===== src/rtl/tqvp_rebeccargb_ubcd_pkg.sv =====
// Shared constants and the segment-to-code encoder for the universal encoder.
package tqvp_rebeccargb_ubcd_pkg;

  // Register map
  localparam logic [3:0] ADDR_CODE     = 4'h0;
  localparam logic [3:0] ADDR_FIFO     = 4'h1;
  localparam logic [3:0] ADDR_STATUS   = 4'h2;
  localparam logic [3:0] ADDR_DEBOUNCE = 4'h3;

  // STATUS bit positions (bits 3:0 hold the FIFO count)
  localparam int STATUS_OVF_BIT   = 7;
  localparam int STATUS_EMPTY_BIT = 6;
  localparam int STATUS_FULL_BIT  = 5;

  // CODE field positions (bits 3:0 hold the hex value)
  localparam int CODE_VALID_BIT = 7;
  localparam int CODE_BLANK_BIT = 6;
  localparam int CODE_MINUS_BIT = 5;
  localparam int CODE_DP_BIT    = 4;

  localparam logic [7:0] CODE_RESET     = 8'hC0;
  localparam logic [7:0] DEBOUNCE_RESET = 8'h0F;

  // Segment patterns, bit0..6 = a..g
  localparam logic [6:0] SEG_BLANK = 7'h00;
  localparam logic [6:0] SEG_MINUS = 7'h40;
  localparam logic [6:0] SEG_0     = 7'h3F;
  localparam logic [6:0] SEG_1     = 7'h06;
  localparam logic [6:0] SEG_2     = 7'h5B;
  localparam logic [6:0] SEG_3     = 7'h4F;
  localparam logic [6:0] SEG_4     = 7'h66;
  localparam logic [6:0] SEG_5     = 7'h6D;
  localparam logic [6:0] SEG_6     = 7'h7D;
  localparam logic [6:0] SEG_7     = 7'h07;
  localparam logic [6:0] SEG_8     = 7'h7F;
  localparam logic [6:0] SEG_9     = 7'h6F;
  localparam logic [6:0] SEG_A     = 7'h77;
  localparam logic [6:0] SEG_B     = 7'h7C;
  localparam logic [6:0] SEG_C     = 7'h39;
  localparam logic [6:0] SEG_D     = 7'h5E;
  localparam logic [6:0] SEG_E     = 7'h79;
  localparam logic [6:0] SEG_F     = 7'h71;
  localparam logic [6:0] SEG_7_ALT = 7'h27;
  localparam logic [6:0] SEG_9_ALT = 7'h67;

  // Map a 7-segment pattern plus decimal point to a CODE byte.
  function automatic logic [7:0] encode_segments(input logic [6:0] seg, input logic dp);
    logic [7:0] code;
    logic       hit;
    logic [3:0] hex;
    code = '0;
    hit  = 1'b1;
    hex  = 4'h0;
    case (seg)
      SEG_0:            hex = 4'h0;
      SEG_1:            hex = 4'h1;
      SEG_2:            hex = 4'h2;
      SEG_3:            hex = 4'h3;
      SEG_4:            hex = 4'h4;
      SEG_5:            hex = 4'h5;
      SEG_6:            hex = 4'h6;
      SEG_7, SEG_7_ALT: hex = 4'h7;
      SEG_8:            hex = 4'h8;
      SEG_9, SEG_9_ALT: hex = 4'h9;
      SEG_A:            hex = 4'hA;
      SEG_B:            hex = 4'hB;
      SEG_C:            hex = 4'hC;
      SEG_D:            hex = 4'hD;
      SEG_E:            hex = 4'hE;
      SEG_F:            hex = 4'hF;
      default:          hit = 1'b0;
    endcase
    if (seg == SEG_BLANK) begin
      code[CODE_VALID_BIT] = 1'b1;
      code[CODE_BLANK_BIT] = 1'b1;
    end else if (seg == SEG_MINUS) begin
      code[CODE_VALID_BIT] = 1'b1;
      code[CODE_MINUS_BIT] = 1'b1;
    end else if (hit) begin
      code[CODE_VALID_BIT] = 1'b1;
      code[3:0]            = hex;
    end
    code[CODE_DP_BIT] = dp;
    return code;
  endfunction

endpackage


===== src/rtl/tqvp_rebeccargb_ubce_fifo.sv =====
// Small code FIFO; a push into a full FIFO succeeds when a pop happens the same cycle.
module tqvp_rebeccargb_ubce_fifo #(
  parameter int DEPTH = 4
) (
  input  logic       clk,
  input  logic       rst_n,
  input  logic       push,
  input  logic       pop,
  input  logic       flush,
  input  logic [7:0] din,
  output logic [7:0] head,
  output logic       full,
  output logic       empty,
  output logic [3:0] count
);

  localparam int AW = (DEPTH > 1) ? $clog2(DEPTH) : 1;

  logic [7:0]    mem [DEPTH];
  logic [AW-1:0] rd_ptr;
  logic [AW-1:0] wr_ptr;
  logic          do_push;
  logic          do_pop;

  assign full    = (count == 4'(DEPTH));
  assign empty   = (count == 4'd0);
  assign do_pop  = pop && !empty;
  assign do_push = push && (!full || do_pop);
  assign head    = empty ? 8'h00 : mem[rd_ptr];

  // Storage; only accepted pushes land, flush blocks the write.
  always_ff @(posedge clk) begin
    if (do_push && !flush) mem[wr_ptr] <= din;
  end

  // Pointer and occupancy tracking; pointers wrap naturally as DEPTH is a power of two.
  always_ff @(posedge clk or negedge rst_n) begin
    if (!rst_n) begin
      rd_ptr <= '0;
      wr_ptr <= '0;
      count  <= 4'd0;
    end else if (flush) begin
      rd_ptr <= '0;
      wr_ptr <= '0;
      count  <= 4'd0;
    end else begin
      if (do_push) wr_ptr <= wr_ptr + 1'b1;
      if (do_pop)  rd_ptr <= rd_ptr + 1'b1;
      case ({do_push, do_pop})
        2'b10:   count <= count + 4'd1;
        2'b01:   count <= count - 4'd1;
        default: count <= count;
      endcase
    end
  end

endmodule


===== src/rtl/tqvp_rebeccargb_universal_encoder.sv =====
// TinyQV peripheral: debounces a 7-segment pattern on ui_in, encodes it, and queues each new code.
module tqvp_rebeccargb_universal_encoder
  import tqvp_rebeccargb_ubcd_pkg::*;
#(
  parameter int PRESCALE_BITS = 6,
  parameter int FIFO_DEPTH    = 4
) (
  input  logic       clk,
  input  logic       rst_n,
  input  logic [7:0] ui_in,
  output logic [7:0] uo_out,
  input  logic [3:0] address,
  input  logic       data_write,
  input  logic [7:0] data_in,
  output logic [7:0] data_out
);

  logic [7:0]               sync1;
  logic [7:0]               sync2;
  logic [7:0]               cand;
  logic [7:0]               craw;
  logic [7:0]               code;
  logic [7:0]               cnt;
  logic [7:0]               debounce;
  logic [PRESCALE_BITS-1:0] presc;
  logic                     ovf;

  logic       tick;
  logic       commit;
  logic       pop_req;
  logic       status_wr;
  logic       flush;
  logic       ovf_clr;
  logic       ovf_set;
  logic [7:0] fifo_head;
  logic       fifo_full;
  logic       fifo_empty;
  logic [3:0] fifo_count;
  logic [7:0] status;

  assign tick      = &presc;
  assign commit    = tick && (sync2 == cand) && (cnt == debounce) && (cand != craw);
  assign pop_req   = data_write && (address == ADDR_FIFO);
  assign status_wr = data_write && (address == ADDR_STATUS);
  assign flush     = status_wr && data_in[0];
  assign ovf_clr   = status_wr && data_in[7];
  // A flushed push is discarded rather than counted as an overflow.
  assign ovf_set   = commit && fifo_full && !pop_req && !flush;
  assign uo_out    = code;

  // Input synchroniser and free-running debounce prescaler.
  always_ff @(posedge clk or negedge rst_n) begin
    if (!rst_n) begin
      sync1 <= 8'h00;
      sync2 <= 8'h00;
      presc <= '0;
    end else begin
      sync1 <= ui_in;
      sync2 <= sync1;
      presc <= presc + 1'b1;
    end
  end

  // Debounce: any change restarts the count; a pattern held DEBOUNCE ticks commits once.
  always_ff @(posedge clk or negedge rst_n) begin
    if (!rst_n) begin
      cand <= 8'h00;
      craw <= 8'h00;
      code <= CODE_RESET;
      cnt  <= 8'h00;
    end else if (sync2 != cand) begin
      cand <= sync2;
      cnt  <= 8'h00;
    end else if (commit) begin
      craw <= cand;
      code <= encode_segments(cand[6:0], cand[7]);
      cnt  <= 8'h00;
    end else if (tick && (cnt < debounce)) begin
      cnt <= cnt + 8'd1;
    end
  end

  // Writable registers: debounce threshold and sticky overflow (set beats clear).
  always_ff @(posedge clk or negedge rst_n) begin
    if (!rst_n) begin
      debounce <= DEBOUNCE_RESET;
      ovf      <= 1'b0;
    end else begin
      if (data_write && (address == ADDR_DEBOUNCE)) debounce <= data_in;
      if (ovf_set)      ovf <= 1'b1;
      else if (ovf_clr) ovf <= 1'b0;
    end
  end

  tqvp_rebeccargb_ubce_fifo #(
    .DEPTH(FIFO_DEPTH)
  ) u_fifo (
    .clk  (clk),
    .rst_n(rst_n),
    .push (commit),
    .pop  (pop_req),
    .flush(flush),
    .din  (encode_segments(cand[6:0], cand[7])),
    .head (fifo_head),
    .full (fifo_full),
    .empty(fifo_empty),
    .count(fifo_count)
  );

  // STATUS assembly and register read mux.
  always_comb begin
    status                   = 8'h00;
    status[STATUS_OVF_BIT]   = ovf;
    status[STATUS_EMPTY_BIT] = fifo_empty;
    status[STATUS_FULL_BIT]  = fifo_full;
    status[3:0]              = fifo_count;
    case (address)
      ADDR_CODE:     data_out = code;
      ADDR_FIFO:     data_out = fifo_head;
      ADDR_STATUS:   data_out = status;
      ADDR_DEBOUNCE: data_out = debounce;
      default:       data_out = 8'h00;
    endcase
  end

endmodule


===== config.mk =====
export PLATFORM = sky130hd
export DESIGN_NAME = tqvp_rebeccargb_universal_encoder
export DESIGN_NICKNAME = d
export VERILOG_FILES = /design/src/rtl/tqvp_rebeccargb_ubcd_pkg.sv /design/src/rtl/tqvp_rebeccargb_ubce_fifo.sv /design/src/rtl/tqvp_rebeccargb_universal_encoder.sv
export SDC_FILE = /design/constraint.sdc
export NUM_CORES = 1
export LEC_CHECK = 0
export CORE_MARGIN = 4
export CORE_UTILIZATION = 58
export CTS_CLUSTER_DIAMETER = 40
export CTS_CLUSTER_SIZE = 12
export DETAILED_ROUTE_END_ITERATION = 12
export PLACE_DENSITY = 0.76
export SYNTH_ARGS = -nofsm -noshare
export SYNTH_HDL_FRONTEND = slang
export SYNTH_HIERARCHICAL = 1
export SYNTH_SLANG_ARGS = --single-unit
export TNS_END_PERCENT = 10

===== constraint.sdc =====
create_clock -name clk -period 4.4 [get_ports clk]
set_clock_uncertainty 0.1 [all_clocks]
set_input_delay 0.88 -clock clk [delete_from_list [all_inputs] [get_ports clk]]
set_output_delay 0.88 -clock clk [all_outputs]
set_load 0.1 [all_outputs]

### Yosys cells after proc, flatten, opt, wreduce, memory -nomap -nowiden

Memories as Yosys holds them, arrays and structs flattened.
Cells that the tools add are included.

| operators by class | value |
|---|---|
| add/sub/neg operators | 6 |
| equal/unequal tests | 29 |
| bitwise gates (word level) | 1 |
| $lt $le $gt $ge | 1 |
| reductions and logical operators | 33 |
| mux-type cells | 34 |

Operators with widths:

| operator | number |
|---|---|
| == test 7 bit (second input constant) | 14 |
| one-hot mux 4 bit (15 select lines) | 1 |
| 2-to-1 mux 8 bit | 4 |
| one-hot mux 8 bit (4 select lines) | 1 |
| 2-to-1 mux 4 bit | 7 |
| == test 7 x 6 -> 1 bit (second input constant) | 3 |
| OR reduction 18 bit | 1 |
| == test 8 bit | 2 |
| 2-to-1 mux 1 bit | 16 |
| inequality test 8 bit | 2 |
| logical AND 1 bit | 15 |
| == test 7 x 3 -> 1 bit (second input constant) | 2 |
| adder 8 x 1 -> 8 bit (second input constant) | 1 |
| == test 4 x 2 -> 1 bit (second input constant) | 2 |
| logical NOT 4 bit | 2 |
| less-than comparator 8 bit | 1 |
| 2-to-1 mux 2 bit | 4 |
| one-hot mux 4 bit (2 select lines) | 1 |
| logical NOT 7 bit | 1 |
| adder 6 x 1 -> 6 bit (second input constant) | 1 |
| AND reduction 6 bit | 1 |
| nonzero test 2 bit | 3 |
| nonzero test 3 bit | 2 |
| adder 2 x 1 -> 2 bit (second input constant) | 2 |
| other kinds (11) | 15 |

| storage, ports and cells | value |
|---|---|
| input bits | 23 |
| output and inout bits | 16 |
| register bits after elaboration | 71 |
| memories kept | 1 |
| RAM bits | 32 |

Memories:

| name | depth | width | read ports | clocked after Yosys merged registers in | write ports | RTL line | RTL |
|---|---|---|---|---|---|---|---|
| u_fifo.mem | 4 | 8 | 1 | 0 | 1 | tqvp_rebeccargb_ubce_fifo.sv:19 | `logic [7:0] mem [DEPTH];` |

### Depth between registers and ports, before layout

| depth | value |
|---|---|
| word-level depth | 9 |
| depth in mapped cells | 12 |
| mapped depth without buffers | 12 |

### By module

The synthesis kept the hierarchy.

Modules (own cells, without submodules):

| module | sequential area each (um2) | area each (um2) | cells each | times used |
|---|---|---|---|---|
| tqvp_rebeccargb_universal_encoder | 1,559.0 | 3,296.9 | 291 | 1 |
| tqvp_rebeccargb_ubce_fifo | 1,161.1 | 1,824.2 | 114 | 1 |

### Worst setup path before layout

No wires, ideal clock.

| path | value |
|---|---|
| kind | input to output |
| from | input port address[1] |
| to | output port data_out[4] |
| required time | 3.420 ns |
| setup slack | 0.125 ns |
| stages | 4 |
| path buffers | 1 |
| arrival | 3.295 ns |
| cells stage by stage | clkbuf_1 > nor2_1 > a22oi_1 > nor3_1 |

| on the way | value |
|---|---|
| cells in the longest elaborated chain, start to end | 2 |

Ends and longest elaborated chain:

| what | RTL line | RTL |
|---|---|---|
| start: declaration | tqvp_rebeccargb_universal_encoder.sv:12 | `input logic [3:0] address,` |
| == test 4 x 2 -> 1 bit (tied with other cells) | tqvp_rebeccargb_universal_encoder.sv:117 | `case (address)` |
| one-hot mux 8 bit (4 select lines) (*) | tqvp_rebeccargb_universal_encoder.sv:117 |  |
| end: declaration | tqvp_rebeccargb_universal_encoder.sv:15 | `output logic [7:0] data_out` |

Every way passes the cells marked *; elsewhere a longest branch is shown, timed or not.

### Final worst setup path

| path | value |
|---|---|
| from | register cand[0] |
| to | register u_fifo.count[3] |

| on the way | value |
|---|---|
| cells in the longest elaborated chain, start to end | 8 |

Ends and longest elaborated chain:

| what | RTL line | RTL |
|---|---|---|
| start: declaration | tqvp_rebeccargb_universal_encoder.sv:20 | `logic [7:0] cand;` |
| start signal: assignment | tqvp_rebeccargb_universal_encoder.sv:72 | `cand <= sync2;` |
| == test 8 bit | tqvp_rebeccargb_universal_encoder.sv:42 | `assign commit = tick && (sync2 == cand) && (cnt == debounce) && (cand != craw);` |
| logical AND 1 bit (2 in series) | tqvp_rebeccargb_universal_encoder.sv:42 |  |
| logical AND 1 bit (*) | tqvp_rebeccargb_universal_encoder.sv:42 |  |
| named net commit | tqvp_rebeccargb_universal_encoder.sv:29 | `logic commit;` |
| logical AND 1 bit (*) | tqvp_rebeccargb_ubce_fifo.sv:28 | `assign do_push = push && (!full \|\| do_pop);` |
| == test 2 x 1 -> 1 bit / == test 2 bit (equally long branches) | tqvp_rebeccargb_ubce_fifo.sv:49 | `case ({do_push, do_pop})` |
| one-hot mux 4 bit (2 select lines) | tqvp_rebeccargb_ubce_fifo.sv:49 |  |
| 2-to-1 mux 4 bit | tqvp_rebeccargb_ubce_fifo.sv:42 | `end else if (flush) begin` |
| end signal: assignment | tqvp_rebeccargb_ubce_fifo.sv:50 | `2'b10: count <= count + 4'd1;` |
| end signal: assignment | tqvp_rebeccargb_ubce_fifo.sv:51 | `2'b01: count <= count - 4'd1;` |
| end signal: assignment | tqvp_rebeccargb_ubce_fifo.sv:52 | `default: count <= count;` |
| end: declaration | tqvp_rebeccargb_ubce_fifo.sv:14 | `output logic [3:0] count` |

Mark *: on every way through the listed nets, which the timed path passes. The rest lies on a longest branch.
A chain may end at the register's enable or synchronous reset.

==> flow_metrics.env <==
export IMPL_globalRouteTotalUtil_pct=20.2
export IMPL_finalCritPeriodShare_pct=85.3
export IMPL_holdWs_ns=0.258
export IMPL_maxSlewHeadroom_pct=32.0
export IMPL_setup_viol_count_final=0
export IMPL_wl_per_cell_um=18.1
export IMPL_max_cap_viol_count=0
export IMPL_pin_count=39
export IMPL_synth_area_per_cell_um2=12.6
export IMPL_cts_clk_slew_worst_paths_ns=0.09
export IMPL_cts_path_max_buffers=2
export IMPL_drive_above_1_share_pct=17.1
export IMPL_fin_tns_setup_ns=0
export IMPL_grt_pass1_vias=3192
export IMPL_port_buffers=38
export IMPL_cts_sinks=102
export IMPL_insertion_delay_ns=0.37
export IMPL_grt_pass1_wl_um=16000
export IMPL_yosys_register_bits=102
export IMPL_synth_nets=445
export IMPL_cp_max_fo=17
export IMPL_seq_area_frac_synth_pct=53.1
export IMPL_critPathKind="reg2reg"
export IMPL_synth_cells=405
export IMPL_multiInputGateArea_um2=2180
export IMPL_finalCriticalPeriod_ns=3.75
export IMPL_ys_flop_type="dfrtp_1"
export IMPL_ant_nets=0
export IMPL_drc=0
export IMPL_post_cts_resized=0
export IMPL_via_count=3225
export IMPL_initial_core_util_pct=59.3
export IMPL_fmax_ghz=0.266
export IMPL_cts_made_buffers=9
export IMPL_ys_types=63
export IMPL_cpPeakStageDelay_ns=0.71
export IMPL_met2_usage_pct=33.5
export IMPL_drt_wl_total_um=9790
export IMPL_yosys_warnings=6
export IMPL_cts_tree="built"
export IMPL_areaGrowthSynthToFinish_pct=10.5
export IMPL_grt_max_degree=43
export IMPL_required_ns=4.56
export IMPL_overflow=0
export IMPL_crit_chain="xor2_1 -> nor4_2 -> nand2_1 -> nor2_1 -> nor2_1 -> ha_1 -> a21oi_1 -> nand2_1 -> or4b_1 -> o311ai_1"
export IMPL_die_w_um=102
export IMPL_cts_htree_levels=3
export IMPL_final_hold_violation_count=0
export IMPL_top_usage_layer="met2"
export IMPL_drt_iter0_markers=144
export IMPL_fp_row_count=34
export IMPL_dieArea_um2=10400
export IMPL_fillers=634
export IMPL_place_congestion=0.818
export IMPL_startpoint_type="flop"
export IMPL_cp_arrival_ns=3.92
export IMPL_holdBufCountCts=0
export IMPL_dp_hpwl_um=7080
export IMPL_slew_violations=0
export IMPL_min_path_type="reg2reg"
export IMPL_register_area_um2=2720
export IMPL_rsz0062_at_grt="no"
export IMPL_num_antenna_cells=0
export IMPL_dr_pass1_iters=4
export IMPL_nets=469
export IMPL_tightest_slew_ns=1.02
export IMPL_die_h_um=102
export IMPL_grtUsageMet3_pct=3.96
export IMPL_crit_path_end_kind="flop"
export IMPL_crit_slowest_cell="dfrtp_1"
export IMPL_gr_usage_met1_pct=27.6
export IMPL_async_flop_share_pct=68.6
export IMPL_status="complete, no violations"
export IMPL_clock_root_buffer="clkbuf_8"
export IMPL_core_um2=8640
export IMPL_synth_cell_area_um2=5120
export IMPL_post_cts_buffers=0
export IMPL_vias_per_cell=5.95
export IMPL_synth_edff_count=32
export IMPL_p_per_area_nw_per_um2=378
export IMPL_power_leakage_uw=0.00226
export IMPL_antenna_found_initial=0
export IMPL_vdd_drop_max_v=0.000257
[layer usage]
metal,vias up,routed length (µm),share of wire [%]
li1,1532,-,-
met3,8,480,4.9
met2,72,4890,50
met4,0,78,0.80
met5,-,0,0
met1,1613,4340,44
[area by class of cell]
| class | count | share of cell area (%) |
|---|---|---|
| Sequential cell | 102 | 48.1 |
| Multi-Input combinational cell | 259 | 38.5 |
| Timing Repair Buffer | 41 | 6.68 |
| Tap cell | 108 | 2.39 |
| Clock buffer | 9 | 2.19 |
| Clock inverter | 7 | 1.13 |
| Inverter | 16 | 1.06 |
[path summary, 6_finish.rpt]
check,end,cells after the start,start,slack (ns)
setup / recovery,u_fifo/count[3]$_DFFE_PN0P_,10,cand[0]$_DFFE_PN0N_,0.65
hold / removal,sync2[4]$_DFF_PN0_,0,sync1[4]$_DFF_PN0_,0.26
setup reg to reg,u_fifo/count[3]$_DFFE_PN0P_,10,cand[0]$_DFFE_PN0N_,0.65
hold reg to reg,sync2[4]$_DFF_PN0_,0,sync1[4]$_DFF_PN0_,0.26
max in group asynchronous,sync2[4]$_DFF_PN0_,2,rst_n,2.68
min in group asynchronous,debounce[5]$_DFFE_PN0P_,1,rst_n,0.57
[placed cells by master (no fill, tap or decap), types with 11 or more instances in the layout]
master	synthesis	final
a21oi_1	17	17
and2_1	13	13
buf_4	3	11
clkdlybuf4s50_1	0	29
dfrtp_1	64	64
edfxtp_1	32	32
ha_1	16	16
inv_1	16	16
mux2_1	14	14
mux4_2	15	15
nand2_1	15	15
nand3_1	19	19
nor2_1	20	20
xnor2_1	16	16
xor2_1	12	12
[sequential cells by signal, indices dropped and copies added (netlist names)]
| register | count |
|---|---|
| cand | 8 |
| cnt | 8 |
| ovf | 1 |
| presc | 6 |
| sync2 | 8 |
| sync1 | 8 |
| u_fifo/rd_ptr | 2 |
| u_fifo/wr_ptr | 2 |
| u_fifo/count | 4 |
| craw | 7 |
| debounce | 8 |
| uo_out | 8 |
| u_fifo/mem | 32 |
[kinds of logic (layout without fill, tap and decap cells)]
group	after synthesis	count (layout)	synth area share [%]
buffers and inverters	44	73	4.37
xor gates and xnor gates	28	28	4.79
and+or+nand+nor	118	118	13.3
DFF	102	102	53.1
adders and majority gates	17	17	4.30
AOI/OAI and AO/OA	54	54	7.53
muxes	42	42	12.6
[cells in the mapped netlist (4+ instances only)]
master,count,area share (%)
nor2_1,20,1.5
clkbuf_1,12,0.88
or4_1,7,1.0
edfxtp_1,32,19
nand2_1,15,1.1
o21ai_0,5,0.49
xnor2_1,16,2.7
mux4_2,15,6.6
ha_1,16,3.9
mux2_1,14,3.1
buf_6,5,1.1
o31ai_1,7,1.0
dfstp_2,6,3.1
and2_1,13,1.6
nor3_1,4,0.39
nor2b_1,10,1.2
dfrtp_1,64,31
and3_1,5,0.61
xor2_1,12,2.1
a21oi_1,17,1.7
mux2_2,10,2.2
nand3_1,19,1.9
inv_1,16,1.2
nand4_1,6,0.73
buf_2,8,0.78
[metrics by stage]
step	setup WS [ns]	util, %	instances	power (µW)	area (µm²)
floorplan	0.125	-	405	1480	5120
global route	0.407	65.5	542	2240	5660
finish	0.646	65.5	542	2140	5660
CTS	0.685	65.5	542	2160	5660
detailed placement	0.478	63.3	526	1600	5470
global placement	0.645	63.3	526	1580	5470
[worst max-delay path, delay by kind of cell (launching register included)]
kind / cells / cell delay, ns
flip-flops: 1 / 0.71
adder cells (fa/ha/maj): 1 / 0.38
AO/OA/AOI/OAI: 2 / 0.36
AND/OR/NAND/NOR: 6 / 1.96
XOR/XNOR: 1 / 0.16
[power breakdown]
group          internal [µW]  switching [µW]
registers               1030             120
logic                    203             218
clock network            218             343
Note: power is estimated with default switching activity, not from simulation.
